## src/rtl/ariane_axi_soc_pkg.sv

```systemverilog
// AXI request/response types for the SoC master path, plus the error-capture
// FSM state and capture record shared by the cva6_axi_err_mon slice.
package ariane_axi_soc;

    typedef logic [7:0] id_t;

    typedef struct packed {
        id_t         id;
        logic [63:0] addr;
        logic [7:0]  len;
        logic [2:0]  size;
        logic [1:0]  burst;
    } ax_chan_t;

    typedef struct packed {
        logic [63:0] data;
        logic [7:0]  strb;
        logic        last;
    } w_chan_t;

    typedef struct packed {
        id_t        id;
        logic [1:0] resp;
    } b_chan_t;

    typedef struct packed {
        id_t         id;
        logic [63:0] data;
        logic [1:0]  resp;
        logic        last;
    } r_chan_t;

    typedef struct packed {
        ax_chan_t aw;
        logic     aw_valid;
        w_chan_t  w;
        logic     w_valid;
        logic     b_ready;
        ax_chan_t ar;
        logic     ar_valid;
        logic     r_ready;
    } req_t;

    typedef struct packed {
        logic    aw_ready;
        logic    ar_ready;
        logic    w_ready;
        logic    b_valid;
        b_chan_t b;
        logic    r_valid;
        r_chan_t r;
    } resp_t;

    localparam logic [1:0] RESP_OKAY   = 2'b00;
    localparam logic [1:0] RESP_EXOKAY = 2'b01;
    localparam logic [1:0] RESP_SLVERR = 2'b10;
    localparam logic [1:0] RESP_DECERR = 2'b11;

    typedef enum logic {
        IDLE,
        CAPTURED
    } err_state_e;

    typedef struct packed {
        id_t        id;
        logic [1:0] resp;
        logic       is_write;
    } err_capture_t;

    // SLVERR and DECERR both have the upper bit set.
    function automatic logic is_err_resp(logic [1:0] resp);
        return resp[1];
    endfunction

endpackage

```

## src/rtl/cva6_axi_err_mon_ctr.sv

```systemverilog
// Outstanding-transaction up/down counter: saturates at MAX, clamps at zero.
module cva6_axi_err_mon_ctr #(
    parameter int unsigned MAX   = 8,
    parameter int unsigned WIDTH = 4
) (
    input  logic             clk_i,
    input  logic             rst_i,
    input  logic             inc_i,
    input  logic             dec_i,
    output logic [WIDTH-1:0] cnt_o
);

    logic [WIDTH-1:0] r_cnt;

    always_ff @(posedge clk_i) begin
        if (rst_i) begin
            r_cnt <= '0;
        end else if (inc_i && !dec_i) begin
            if (r_cnt != WIDTH'(MAX)) r_cnt <= r_cnt + 1'b1;
        end else if (dec_i && !inc_i) begin
            if (r_cnt != '0) r_cnt <= r_cnt - 1'b1;
        end
    end

`ifndef SYNTHESIS
    // A response arriving with nothing in flight (e.g. after a mid-transaction reset).
    always_ff @(posedge clk_i) begin
        if (!rst_i) begin
            assert (!(dec_i && !inc_i && r_cnt == '0))
                else $warning("cva6_axi_err_mon_ctr: underflow clamped at zero");
        end
    end
`endif

    assign cnt_o = r_cnt;

endmodule

```

## src/rtl/cva6_axi_err_mon.sv

```systemverilog
// AXI error monitor between the ID remapper and the CDC source.
// Optional watchdog enabled by defining CVA6_AXI_ERR_MON_TIMEOUT_EN.
module cva6_axi_err_mon
    import ariane_axi_soc::*;
#(
    parameter int unsigned AXI_ID_WIDTH    = 8,
    parameter int unsigned MAX_OUTSTANDING = 8,
    parameter int unsigned CNT_WIDTH       = 16,
    parameter int unsigned TIMEOUT_CYCLES  = 1024,
    parameter type         req_t           = ariane_axi_soc::req_t,
    parameter type         resp_t          = ariane_axi_soc::resp_t
) (
    input  logic                                 clk_i,
    input  logic                                 rst_i,
    input  req_t                                 slv_req_i,
    output resp_t                                slv_resp_o,
    output req_t                                 mst_req_o,
    input  resp_t                                mst_resp_i,
    input  logic                                 clr_i,
    output logic [CNT_WIDTH-1:0]                 r_err_cnt_o,
    output logic [CNT_WIDTH-1:0]                 b_err_cnt_o,
    output logic                                 err_valid_o,
    output logic [AXI_ID_WIDTH-1:0]              err_id_o,
    output logic [1:0]                           err_resp_o,
    output logic                                 err_is_write_o,
    output logic [$clog2(MAX_OUTSTANDING):0]     rd_outstanding_o,
    output logic [$clog2(MAX_OUTSTANDING):0]     wr_outstanding_o,
    output logic                                 timeout_o,
    output logic                                 irq_o
);

    localparam int unsigned OW = $clog2(MAX_OUTSTANDING) + 1;

    logic [OW-1:0] w_rd_out, w_wr_out;
    logic          w_rd_full, w_wr_full;
    logic          w_ar_hs, w_aw_hs, w_r_hs, w_r_last_hs, w_b_hs;
    logic [1:0]    w_err_hs;   // [0] = R, [1] = B

    assign w_rd_full = (w_rd_out == OW'(MAX_OUTSTANDING));
    assign w_wr_full = (w_wr_out == OW'(MAX_OUTSTANDING));

    always_comb begin
        mst_req_o           = slv_req_i;
        mst_req_o.ar_valid  = slv_req_i.ar_valid & ~w_rd_full;
        mst_req_o.aw_valid  = slv_req_i.aw_valid & ~w_wr_full;
        slv_resp_o          = mst_resp_i;
        slv_resp_o.ar_ready = mst_resp_i.ar_ready & ~w_rd_full;
        slv_resp_o.aw_ready = mst_resp_i.aw_ready & ~w_wr_full;
    end

    assign w_ar_hs     = slv_req_i.ar_valid & ~w_rd_full & mst_resp_i.ar_ready;
    assign w_aw_hs     = slv_req_i.aw_valid & ~w_wr_full & mst_resp_i.aw_ready;
    assign w_r_hs      = mst_resp_i.r_valid & slv_req_i.r_ready;
    assign w_r_last_hs = w_r_hs & mst_resp_i.r.last;
    assign w_b_hs      = mst_resp_i.b_valid & slv_req_i.b_ready;
    assign w_err_hs[0] = w_r_hs & is_err_resp(mst_resp_i.r.resp);
    assign w_err_hs[1] = w_b_hs & is_err_resp(mst_resp_i.b.resp);

    cva6_axi_err_mon_ctr #(.MAX(MAX_OUTSTANDING), .WIDTH(OW)) u_rd_ctr (
        .clk_i (clk_i),
        .rst_i (rst_i),
        .inc_i (w_ar_hs),
        .dec_i (w_r_last_hs),
        .cnt_o (w_rd_out)
    );

    cva6_axi_err_mon_ctr #(.MAX(MAX_OUTSTANDING), .WIDTH(OW)) u_wr_ctr (
        .clk_i (clk_i),
        .rst_i (rst_i),
        .inc_i (w_aw_hs),
        .dec_i (w_b_hs),
        .cnt_o (w_wr_out)
    );

    logic [CNT_WIDTH-1:0] r_err_cnt [2];

    for (genvar gi = 0; gi < 2; gi++) begin : g_err_cnt
        always_ff @(posedge clk_i) begin
            if (rst_i || clr_i) begin
                r_err_cnt[gi] <= '0;
            end else if (w_err_hs[gi] && r_err_cnt[gi] != '1) begin
                r_err_cnt[gi] <= r_err_cnt[gi] + 1'b1;
            end
        end
    end

    err_state_e   r_state, w_state_next;
    err_capture_t r_cap, w_cap_next;

    always_ff @(posedge clk_i) begin
        if (rst_i) begin
            r_state <= IDLE;
            r_cap   <= '0;
        end else begin
            r_state <= w_state_next;
            r_cap   <= w_cap_next;
        end
    end

    // B wins a same-cycle tie so write errors are never masked by read traffic.
    always_comb begin
        w_state_next = r_state;
        w_cap_next   = r_cap;
        if (clr_i) begin
            w_state_next = IDLE;
            w_cap_next   = '0;
        end else if (r_state == IDLE) begin
            if (w_err_hs[1]) begin
                w_state_next        = CAPTURED;
                w_cap_next.id       = mst_resp_i.b.id;
                w_cap_next.resp     = mst_resp_i.b.resp;
                w_cap_next.is_write = 1'b1;
            end else if (w_err_hs[0]) begin
                w_state_next        = CAPTURED;
                w_cap_next.id       = mst_resp_i.r.id;
                w_cap_next.resp     = mst_resp_i.r.resp;
                w_cap_next.is_write = 1'b0;
            end
        end
    end

    logic w_timeout;

`ifdef CVA6_AXI_ERR_MON_TIMEOUT_EN
    localparam int unsigned TW = $clog2(TIMEOUT_CYCLES) + 1;

    logic [TW-1:0] r_timer;
    logic          r_timeout;
    logic          w_busy;

    assign w_busy = (w_rd_out | w_wr_out) != '0;

    always_ff @(posedge clk_i) begin
        if (rst_i) begin
            r_timer   <= '0;
            r_timeout <= 1'b0;
        end else begin
            if (clr_i) begin
                r_timeout <= 1'b0;
            end else if (r_timer == TW'(TIMEOUT_CYCLES - 1)) begin
                r_timeout <= 1'b1;
            end
            if (clr_i || !w_busy || w_r_hs || w_b_hs) begin
                r_timer <= '0;
            end else if (r_timer != TW'(TIMEOUT_CYCLES - 1)) begin
                r_timer <= r_timer + 1'b1;
            end
        end
    end

    assign w_timeout = r_timeout;
`else
    assign w_timeout = 1'b0;
`endif

    logic r_irq;

    always_ff @(posedge clk_i) begin
        if (rst_i) r_irq <= 1'b0;
        else       r_irq <= (r_state == CAPTURED) | w_timeout;
    end

    assign r_err_cnt_o      = r_err_cnt[0];
    assign b_err_cnt_o      = r_err_cnt[1];
    assign err_valid_o      = (r_state == CAPTURED);
    assign err_id_o         = AXI_ID_WIDTH'(r_cap.id);
    assign err_resp_o       = r_cap.resp;
    assign err_is_write_o   = r_cap.is_write;
    assign rd_outstanding_o = w_rd_out;
    assign wr_outstanding_o = w_wr_out;
    assign timeout_o        = w_timeout;
    assign irq_o            = r_irq;

endmodule

```

## config.mk

```make
export PLATFORM = sky130hd
export DESIGN_NAME = cva6_axi_err_mon
export DESIGN_NICKNAME = d
export VERILOG_FILES = /design/src/rtl/ariane_axi_soc_pkg.sv /design/src/rtl/cva6_axi_err_mon_ctr.sv /design/src/rtl/cva6_axi_err_mon.sv
export SDC_FILE = /design/constraint.sdc
export NUM_CORES = 1
export LEC_CHECK = 0
export BUFFER_PORTS_ARGS = -buffer_cell sky130_fd_sc_hd__buf_2
export CORE_AREA = 2 2 282 284
export DETAILED_ROUTE_END_ITERATION = 8
export DIE_AREA = 0 0 284 286
export PLACE_DENSITY_LB_ADDON = 0.12
export SYNTH_ARGS = -nofsm -noshare
export SYNTH_HDL_FRONTEND = slang
export SYNTH_SLANG_ARGS = --single-unit
export TNS_END_PERCENT = 50
```

## constraint.sdc

```tcl
create_clock -name clk_i -period 4.3 [get_ports clk_i]
set_input_delay 0.43 -clock clk_i [delete_from_list [all_inputs] [get_ports clk_i]]
set_output_delay 0.43 -clock clk_i [all_outputs]
set_load 0.01 [all_outputs]
```

==> results of run 1 <==
==> how the worst max path moves through the flow <==
stage	start	cells after the start	end	slack, ns
floorplan	r_err_cnt[1][0]	5	r_err_cnt[1][0]	1.60
global placement	mst_resp_i[75]	9	u_rd_ctr.cnt_o[3]	1.63
detailed placement	mst_resp_i[0]	9	u_rd_ctr.cnt_o[3]	1.64
CTS	u_rd_ctr.cnt_o[0]	8	u_rd_ctr.cnt_o[3]	1.74
global route	u_rd_ctr.cnt_o[0]	8	u_rd_ctr.cnt_o[3]	1.60
finish	u_rd_ctr.cnt_o[0]	8	u_rd_ctr.cnt_o[3]	1.78
==> final cells by class <==
cell class	count	area (µm²)
repair buffers	118	603
fillers	9317	73300
inverters	9	33.8
multi-input cells	231	1530
well taps	1050	1310
clock buffers	6	129
clock inverters	2	15.0
flip-flops and latches	53	1380
diodes	1	2.50
==> flip-flops by register name, summed over array words and instances, names as in the netlist <==
register / flops
irq_o: 1
u_wr_ctr.cnt_o: 4
err_id_o: 8
u_rd_ctr.cnt_o: 4
r_err_cnt: 32
err_resp_o: 2
err_valid_o: 1
err_is_write_o: 1
==> per-layer routing <==
layer	GRT usage	up-vias	wire length, µm
met5	0	-	0
met4	0.0383	0	1460
met3	0.0435	107	3700
met2	0.0741	310	9480
met1	0.0521	1436	7790
li1	-	1342	-
==> metrics by stage <==
| step | cells | hold slack (ns) | power, W | instance area (µm²) |
|---|---|---|---|---|
| after floorplan | 638 | 0.494 | 0.00110 | 5510 |
| after global placement | 1461 | 0.460 | 0.000953 | 4860 |
| after detailed placement | 1461 | 0.470 | 0.000942 | 4860 |
| after CTS | 1469 | 0.387 | 0.00150 | 5010 |
| after global routing | 1469 | 0.414 | 0.00153 | 5010 |
| final | 1470 | 0.429 | 0.00142 | 5010 |
==> critical path, stage by stage, from the launching register on <==
cell and delay [ns]:
dfxtp_1 0.41, or4b_4 0.56, nor3b_4 0.19, inv_1 0.13
ha_1 0.24, a21o_1 0.17, a21oi_1 0.33, mux2i_1 0.14
a221oi_1 0.28
==> layout by cell type, fill, tap and decap left out, types with 6 or more instances in the layout <==
master,netlist,routed
a211oi_1,11,11
a21oi_1,11,11
buf_2,5,113
dfxtp_1,21,21
edfxtp_1,32,32
ha_1,6,6
inv_1,9,9
mux2i_1,11,11
nand2_1,13,13
nand3_1,22,22
nand4_1,6,6
nor2_1,48,48
nor3_1,10,10
nor4_1,6,6
xnor2_1,18,18
xor2_1,9,9
==> kinds of logic after synthesis <==
logic type	Yosys count
xor gates and xnor gates	27
DFF	53
adders and majority gates	8
and+or+nand+nor	135
other	1
muxes	11
AOI/OAI and AO/OA	49
buffers and inverters	354
==> power by group <==
part	internal [W]	switching [W]	total, W
clock	0.000220	0.000288	0.000508
combinational	0.000118	0.000173	0.000290
sequential	0.000571	0.0000516	0.000622
==> flow_metrics.tcl, run 1 <==
set metrics [dict create \
    grt_pass1_vias 3321 \
    yosys.area.top_type_share 0.459 \
    grt_max_degree 20 \
    fmax_mhz 396 \
    worstRegToRegCells 8 \
    p_leak_nw 1.63 \
    cts_root_buf "clkbuf_16" \
    irDropWorstVdd_v 0.000159 \
    min_to "err_id_o[7]" \
    power.density_nw_per_um2 284 \
    synth.area.mux_share 0.0200 \
    critPathLaunchType "flip-flop" \
    crit_type "reg2reg" \
    synth-compound-area-share 0.0620 \
    io_buffers 113 \
    tritoncts "done" \
    ys_top_cells_by_area "buf_4 (46%), edfxtp_1 (17%), dfxtp_1 (7.6%)" \
    worstHoldPathCells 3 \
    post_cts_buffers 0 \
    worstPathMaxFanout 8 \
    period_share 0.587 \
    setup_violations 0 \
    yosysMostFrequentCell "buf_4" \
    cts_resized 0 \
    synthToLayoutAreaGrowth_pct -9.13 \
    finalHoldViolations 0 \
    fin_ws_ns 1.78 \
    cp.required_ns 4.56 \
    place_ws_ns 1.64 \
    initial_core_util 0.0703 \
    ctsHtreeMaxLevel 2 \
    hold_buffers 0 \
    arrival_ns 2.79 \
    synth_commonest_cells "buf_4 (337), nor2_1 (48), edfxtp_1 (32)" \
    antenna_left 0 \
    drive_gt1_frac 0.334 \
    clock_sinks 53 \
    nets 767 \
    vias_per_cell 2.17 \
    cts_buffers 5 \
    antenna_found_initial 0 \
    yosys.area_share.xor_xnor 0.0429 \
    die_h_um 286 \
    drc_errors 0 \
    clkLatencyLatePin_ns 0.34 \
    syn_area_um2 5510 \
    crit_path_end_kind "flip-flop" \
    synth_cell_types 57 \
    synth_top_family_by_area "buffers and inverters" \
    drt_first_pass_iters 4 \
    place_congestion 0.640 \
    rsz0062_at_grt "false" \
    die_area_um2 81200 \
    syn_avg_cell_area_um2 8.64 \
    drt-total-wl_mm 22.4 \
    path_clk_slew_ns 0.11 \
    rows 103 \
    via_count 3195 \
    status "finished, final reports clean" \
    dpl.hpwl_mm 17.9 \
    synthCells 638 \
    r2r_start "u_rd_ctr.cnt_o[0]" \
    final_core_util 0.0639 \
    cap_viol_max_count 0 \
    synth_fa_ha_area_frac 0.0209 \
    grt_overflow 0 \
    core-area_um2 78400 \
    die_width_um 284 \
    hold_class "in2reg" \
    drt_iter0_markers 127 \
    drv_slew 0 \
    yosys_warnings 0 \
    synth_area_leader_cell "buf_4" \
    pin_count 733 \
    reg2reg_slack_ns 1.78 \
    slew-limit-headroom 0.291 \
    period_minus_slack_ns 2.52 \
    wl_per_cell_um 15.3 \
    ys_ff_latch 53 \
    finalSetupTns_ns 0 \
    syn_nets 987 \
    tightest_slew_ns 1.06 \
    cts_buffer_depth 2 \
    synthArstFlopShare 0 \
    min_from "mst_resp_i[85]" \
    finClkSkew_ns 0.0111 \
    r2r_end "u_rd_ctr.cnt_o[3]" \
    gr-usage-all-layers 0.0531 \
    synth_simple_gate_area_frac 0.131 \
    synth_flop_cell "edfxtp_1" \
    synth_seq_area_share 0.251 \
    grt_pass1_wl_mm 29.3 \
    synth-edff-count 32 \
]
Power figures use the tool's default switching activity.
==> run 2, diff against run 1 <==
--- a/config.mk
+++ b/config.mk
@@ -6,9 +6,9 @@
 export NUM_CORES = 1
 export LEC_CHECK = 0
 export BUFFER_PORTS_ARGS = -buffer_cell sky130_fd_sc_hd__buf_2
-export CORE_AREA = 2 2 282 284
+export CORE_AREA = 2 2 287 289
 export DETAILED_ROUTE_END_ITERATION = 8
-export DIE_AREA = 0 0 284 286
+export DIE_AREA = 0 0 289 291
 export PLACE_DENSITY_LB_ADDON = 0.12
 export SYNTH_ARGS = -nofsm -noshare
 export SYNTH_HDL_FRONTEND = slang
==> constraint.sdc (replaced) <==
create_clock -name clk_i -period 2.5 [get_ports clk_i]
set_input_delay 0.25 -clock clk_i [delete_from_list [all_inputs] [get_ports clk_i]]
set_output_delay 0.25 -clock clk_i [all_outputs]
set_load 0.01 [all_outputs]
==> run 2 against run 1 <==
Compared with the run above: critical path depth is 1 higher; cell area increased by 3.4%; via count grew 2.4%; wire length rose by 8.8%; sequential cell count did not move; fmax grew 11%; final cell count increased by 2.2%; first-iteration DRC count decreased by 3.9%; core utilization about the same.
==> flow_metrics.tcl, run 2 (same netlist as run 1, synthesis figures left out) <==
set metrics [dict create \
    place_congestion 0.622 \
    initial_core_util 0.0679 \
    grtUsageMet3 0.0381 \
    largest_reg_flops 32 \
    period_minus_slack_ns 2.27 \
    rows 105 \
    power.density_nw_per_um2 502 \
    drive_gt1_frac 0.360 \
    multi_input_area_um2 1540 \
    dpl.hpwl_mm 19.8 \
    hold_buffers 0 \
    drt-total-wl_mm 24.4 \
    wl_per_cell_um 16.2 \
    diodes 0 \
    stdcell_count 1503 \
    final_cell_mix "buf_2 (113), nor2_1 (48), edfxtp_1 (32)" \
    io_buffers 113 \
    ctsHtreeMaxLevel 2 \
    fill_cells 9581 \
    grt_busiest_layer "met2" \
    cts_buffers 5 \
    via_count 3273 \
    max_stage_delay_ns 0.55 \
    hold_class "in2reg" \
    use_met2 0.0763 \
    pin_count 733 \
    cp_slowest_cell "or4b_4" \
    worstPathMaxFanout 6 \
    die_width_um 289 \
    antenna_found_initial 3 \
    finalHoldViolations 0 \
    drv_slew 0 \
    die_h_um 291 \
    cp.required_ns 2.74 \
    irDropWorstVdd_v 0.000294 \
    core-area_um2 81200 \
    post_cts_buffers 0 \
    slew-limit-headroom 0.668 \
    arrival_ns 2.51 \
    cts_resized 0 \
    grt_overflow 0 \
    setup_violations 0 \
    clkLatencyLatePin_ns 0.35 \
    grt_pass1_wl_mm 31.6 \
    final_common_cell "buf_2" \
    crit_chain "or4b_4 -> nor3b_4 -> inv_1 -> ha_1 -> a21o_1 -> a21oi_1 -> buf_4 -> mux2i_1 -> a221oi_1" \
    finClkSkew_ns 0.0184 \
    drc_errors 0 \
    tritoncts "done" \
    gr-usage-all-layers 0.0566 \
    grt_max_degree 20 \
    antenna_left 0 \
    cts_root_buf "clkbuf_16" \
    critPathLaunchType "flip-flop" \
    final_core_util 0.0638 \
    gr-usage-met1 0.0580 \
    tightest_slew_ns 0.493 \
    placedCellCount 1495 \
    drt_first_pass_iters 4 \
    p_leak_nw 1.72 \
    cts_buffer_depth 2 \
    synthToLayoutAreaGrowth_pct -6.02 \
    fmax_mhz 441 \
    nets 781 \
    rsz0062_at_grt "false" \
    period_share 0.907 \
    status "finished, final reports clean" \
    cap_viol_max_count 0 \
    clock_sinks 53 \
    largest_register "r_err_cnt" \
    path_clk_slew_ns 0.10 \
    grt_pass1_vias 3474 \
    crit_type "reg2reg" \
    seq_area_um2 1380 \
    die_area_um2 84100 \
    vias_per_cell 2.18 \
    crit_path_end_kind "flip-flop" \
    drt_iter0_markers 122 \
]
-- run 2: layer usage --
metal | routed length, µm | up-vias
met4 | 2170 | 2
li1 | - | 1375
met5 | 16 | -
met3 | 3590 | 137
met2 | 9820 | 327
met1 | 8810 | 1432
-- run 2: layout make-up --
| cell class | instances | share of cell area |
|---|---|---|
| Multi-Input combinational cell | 231 | 0.298 |
| Tap cell | 1070 | 0.258 |
| Sequential cell | 53 | 0.267 |
| Timing Repair Buffer | 132 | 0.137 |
| Inverter | 9 | 0.00652 |
| Clock buffer | 5 | 0.0242 |
| Clock inverter | 3 | 0.00966 |
-- run 2: critical path, delay by kind of cell (launching register included) --
kind | cells | cell delay (ns)
compound gates | 3 | 0.60
flops | 1 | 0.32
fa+ha+maj | 1 | 0.22
simple gates | 2 | 0.74
buf+inv | 2 | 0.22
mux | 1 | 0.07
-- run 2: metrics by stage --
stage | cell area, µm² | hold WS, ns | total power [W] | TNS, ns | setup slack [ns]
6_report | 5180 | 0.251 | 0.00260 | 0 | 0.231
5_1_grt | 5180 | 0.231 | 0.00281 | 0 | 0.0494
4_1_cts | 5180 | 0.199 | 0.00276 | 0 | 0.194
3_5_place_dp | 5000 | 0.478 | 0.00165 | 0 | 0.200
3_3_place_gp | 5000 | 0.468 | 0.00167 | 0 | 0.180
2_1_floorplan | 5510 | 0.484 | 0.00188 | -0.981 | -0.0613
-- run 2: path summary, 6_finish.rpt --
| path | from | to | slack [ns] | depth (start not counted) |
|---|---|---|---|---|
| setup / recovery | u_rd_ctr.cnt_o[2] | u_rd_ctr.cnt_o[3] | 0.23 | 9 |
| setup reg to reg | u_rd_ctr.cnt_o[2] | u_rd_ctr.cnt_o[3] | 0.23 | 9 |
| hold / removal | mst_resp_i[71] | err_id_o[4] | 0.25 | 3 |
| hold reg to reg | err_is_write_o | err_is_write_o | 0.50 | 2 |
-- run 2: report_power, final --
part | leakage, nW | switching [W] | internal (W)
logic | 1.10 | 0.000319 | 0.000232
registers | 0.532 | 0.0000739 | 0.000981
clock network | 0.0859 | 0.000509 | 0.000488
total | 1.72 | 0.000901 | 0.00170
==> run 3, diff against run 2 <==
--- a/config.mk
+++ b/config.mk
@@ -5,10 +5,11 @@
 export SDC_FILE = /design/constraint.sdc
 export NUM_CORES = 1
 export LEC_CHECK = 0
+export ABC_AREA = 1
 export BUFFER_PORTS_ARGS = -buffer_cell sky130_fd_sc_hd__buf_2
-export CORE_AREA = 2 2 287 289
+export CORE_AREA = 8 8 275 277
 export DETAILED_ROUTE_END_ITERATION = 8
-export DIE_AREA = 0 0 289 291
+export DIE_AREA = 0 0 283 285
 export PLACE_DENSITY_LB_ADDON = 0.12
 export SYNTH_ARGS = -nofsm -noshare
 export SYNTH_HDL_FRONTEND = slang
==> run 3 against run 2 <==
Compared with the run above: first-iteration DRC count down 6.6%; count of clock-buffer cells in the layout up 1; via count down 1.7%; sequential share of layout area up 1.6 points; register-to-register slack better by 0.16 ns; sequential cell count unchanged; core utilization up 0.49 points; clock power down 20%; area after synthesis down 0.82%; critical path depth up 3; critical endpoint is now u_wr_ctr.cnt_o[3]; largest cell class unchanged.
==> flow_metrics.tcl, run 3 <==
set metrics [dict create \
    crit_chain "nor2_1 -> nand2_1 -> nand4_1 -> ha_1 -> nand2_1 -> nand2_1 -> nor2_1 -> nand4_1 -> nand3_1 -> nand2_1 -> inv_1 -> nor2_1" \
    p_leak_nw 1.77 \
    hold_class "in2reg" \
    drive_gt1_frac 0.335 \
    min_to "err_id_o[2]" \
    tritoncts "done" \
    antenna_left 0 \
    vias_per_cell 2.27 \
    synth_commonest_cells "buf_4 (335), nand2_1 (72), nor2_1 (46)" \
    grt_max_degree 20 \
    drc_errors 0 \
    status "finished, final reports clean" \
    fmax_mhz 474 \
    finalPower_w 0.00226 \
    cp_slowest_cell "dfxtp_1" \
    postPlaceCellArea_um2 4730 \
    reg2reg_slack_ns 0.39 \
    path_buf_inv 1 \
    crit_path_end_kind "flip-flop" \
    setup_violations 0 \
    nets 814 \
    clock_sinks 53 \
    final_common_cell "buf_2" \
    grt_overflow 0 \
    final_cell_mix "buf_2 (113), nand2_1 (72), nor2_1 (45)" \
    synth_cell_types 34 \
    worstPathMaxFanout 6 \
    cts_root_buf "clkbuf_16" \
    arrival_ns 2.35 \
    ctsHtreeMaxLevel 2 \
    hold_buffers 0 \
    crit_top_cell "nand2_1" \
    placedCellCount 1408 \
    r2r_end "u_wr_ctr.cnt_o[3]" \
    synthToLayoutAreaGrowth_pct -10.8 \
    cp_top_family "simple AND/OR/NAND/NOR gates" \
    grt_pass1_vias 3614 \
    yosys_warnings 0 \
    syn_nets 1026 \
    stdcell_count 1416 \
    r2r_start "u_wr_ctr.cnt_o[0]" \
    largest_reg_flops 32 \
    synth-edff-count 32 \
    rows 98 \
    ys_top_cells_by_area "buf_4 (46%), edfxtp_1 (18%), dfxtp_1 (7.7%)" \
    path_clk_slew_ns 0.09 \
    core-area_um2 71000 \
    die_area_um2 80700 \
    pin_count 733 \
    dpl.hpwl_mm 16.2 \
    drt-total-wl_mm 19.6 \
    synth_flop_cell "edfxtp_1" \
    irDropWorstVdd_v 0.000218 \
    post_cts_buffers 0 \
    grt_pass1_wl_mm 26.8 \
    place_congestion 0.632 \
    wl_per_cell_um 13.9 \
    min_from "mst_resp_i[69]" \
    cts_buffer_depth 2 \
    worstRegToRegCells 12 \
    final_area_um2 4880 \
    critPathLaunchType "flip-flop" \
    yosys.area.top_type_share 0.460 \
    diodes 0 \
    synth_area_leader_cell "buf_4" \
    finalHoldViolations 0 \
    whs_ns 0.179 \
    syn_area_um2 5470 \
    antenna_found_initial 1 \
    syn_avg_cell_area_um2 8.07 \
    synth_seq_area_share 0.253 \
    finClkSkew_ns 0.00829 \
    rsz0062_at_grt "false" \
    synthCells 677 \
    clkLatencyLatePin_ns 0.33 \
    drv_slew 0 \
    die_h_um 285 \
    max_stage_delay_ns 0.45 \
    gr-usage-all-layers 0.0464 \
    initial_core_util 0.0770 \
    power.density_nw_per_um2 463 \
    cts_resized 0 \
    cp.required_ns 2.74 \
    io_buffers 113 \
    ys_ff_latch 53 \
    drt_first_pass_iters 4 \
    cts_buffers 5 \
    die_width_um 283 \
    period_share 0.845 \
    worstHoldPathCells 3 \
    via_count 3217 \
    yosysMostFrequentCell "buf_4" \
    crit_type "reg2reg" \
    period_minus_slack_ns 2.11 \
    finalSetupTns_ns 0 \
    cap_viol_max_count 0 \
    drt_iter0_markers 114 \
    largest_register "r_err_cnt" \
    synthArstFlopShare 0 \
]
-- run 3: cell count changes in the layout (fill, tap and decap cells not counted), moves of 6 or more --
cell      previous run  this run
a211oi_1            11         2
o21ai_0              3        18
inv_1                9        31
a31oi_1              3         9
nor4_1               6         0
nor3_1              10         4
xnor2_1             18         7
mux2i_1             11         0
nor2_2               0        13
nand2_1             13        72
buf_4               19         9
-- run 3: layout make-up --
type	instances	area, µm²
fill	8354	66100
multi-input combinational	251	1410
sequential	53	1380
tap	950	1190
timing repair buffer	122	633
clock buffer	6	129
inverter	32	120
clock inverter	2	15.0
-- run 3: worst max path at each step --
stage / from / end / slack [ns] / cells after the start
5_1_grt: u_wr_ctr.cnt_o[0] / u_wr_ctr.cnt_o[3] / 0.08 / 13
4_1_cts: u_wr_ctr.cnt_o[0] / u_wr_ctr.cnt_o[3] / 0.33 / 12
6_report: u_wr_ctr.cnt_o[0] / u_wr_ctr.cnt_o[3] / 0.39 / 12
2_1_floorplan: r_err_cnt[1][0] / r_err_cnt[1][0] / 0.61 / 8
3_5_place_dp: u_wr_ctr.cnt_o[0] / u_wr_ctr.cnt_o[3] / 0.36 / 12
3_3_place_gp: u_wr_ctr.cnt_o[0] / u_wr_ctr.cnt_o[3] / 0.40 / 12
-- run 3: power breakdown --
group	switching [W]	total (W)	internal, W
combinational	0.000261	0.000422	0.000161
clock	0.000422	0.000798	0.000376
sequential	0.0000649	0.00104	0.000976
-- run 3: worst register-to-register path, stage by stage (launching register included) --
cell and delay, ns:
dfxtp_1 0.45, nor2_1 0.12, nand2_1 0.10, nand4_1 0.25, ha_1 0.42, nand2_1 0.07
nand2_1 0.05, nor2_1 0.16, nand4_1 0.16, nand3_1 0.11, nand2_1 0.05, inv_1 0.04
nor2_1 0.04
-- run 3: layer usage --
layer	vias up	part of all wire	wire [µm]	track usage
li1	1381	-	-	-
met1	1390	0.36	7000	0.0444
met2	318	0.41	8130	0.0668
met3	128	0.15	2960	0.0320
met4	0	0.078	1520	0.0408
met5	-	0	0	0.00357
-- run 3: kinds of logic (layout without fill, tap and decap cells) --
family	after synthesis	after routing	share of synthesized area
buffers and inverters	373	162	0.490
and+or+nand+nor	173	173	0.151
DFF	53	53	0.253
AOI/OAI and AO/OA	49	49	0.0526
xor gates and xnor gates	20	20	0.0320
adders and majority gates	8	8	0.0211
other	1	1	0.000686
-- run 3: per-stage QoR --
stage,util,worst slack (ns)
finish,0.0687,0.388
global route,0.0687,0.0828
CTS,0.0687,0.332
detailed placement,0.0667,0.362
global placement,0.0667,0.395
floorplan,-,0.613
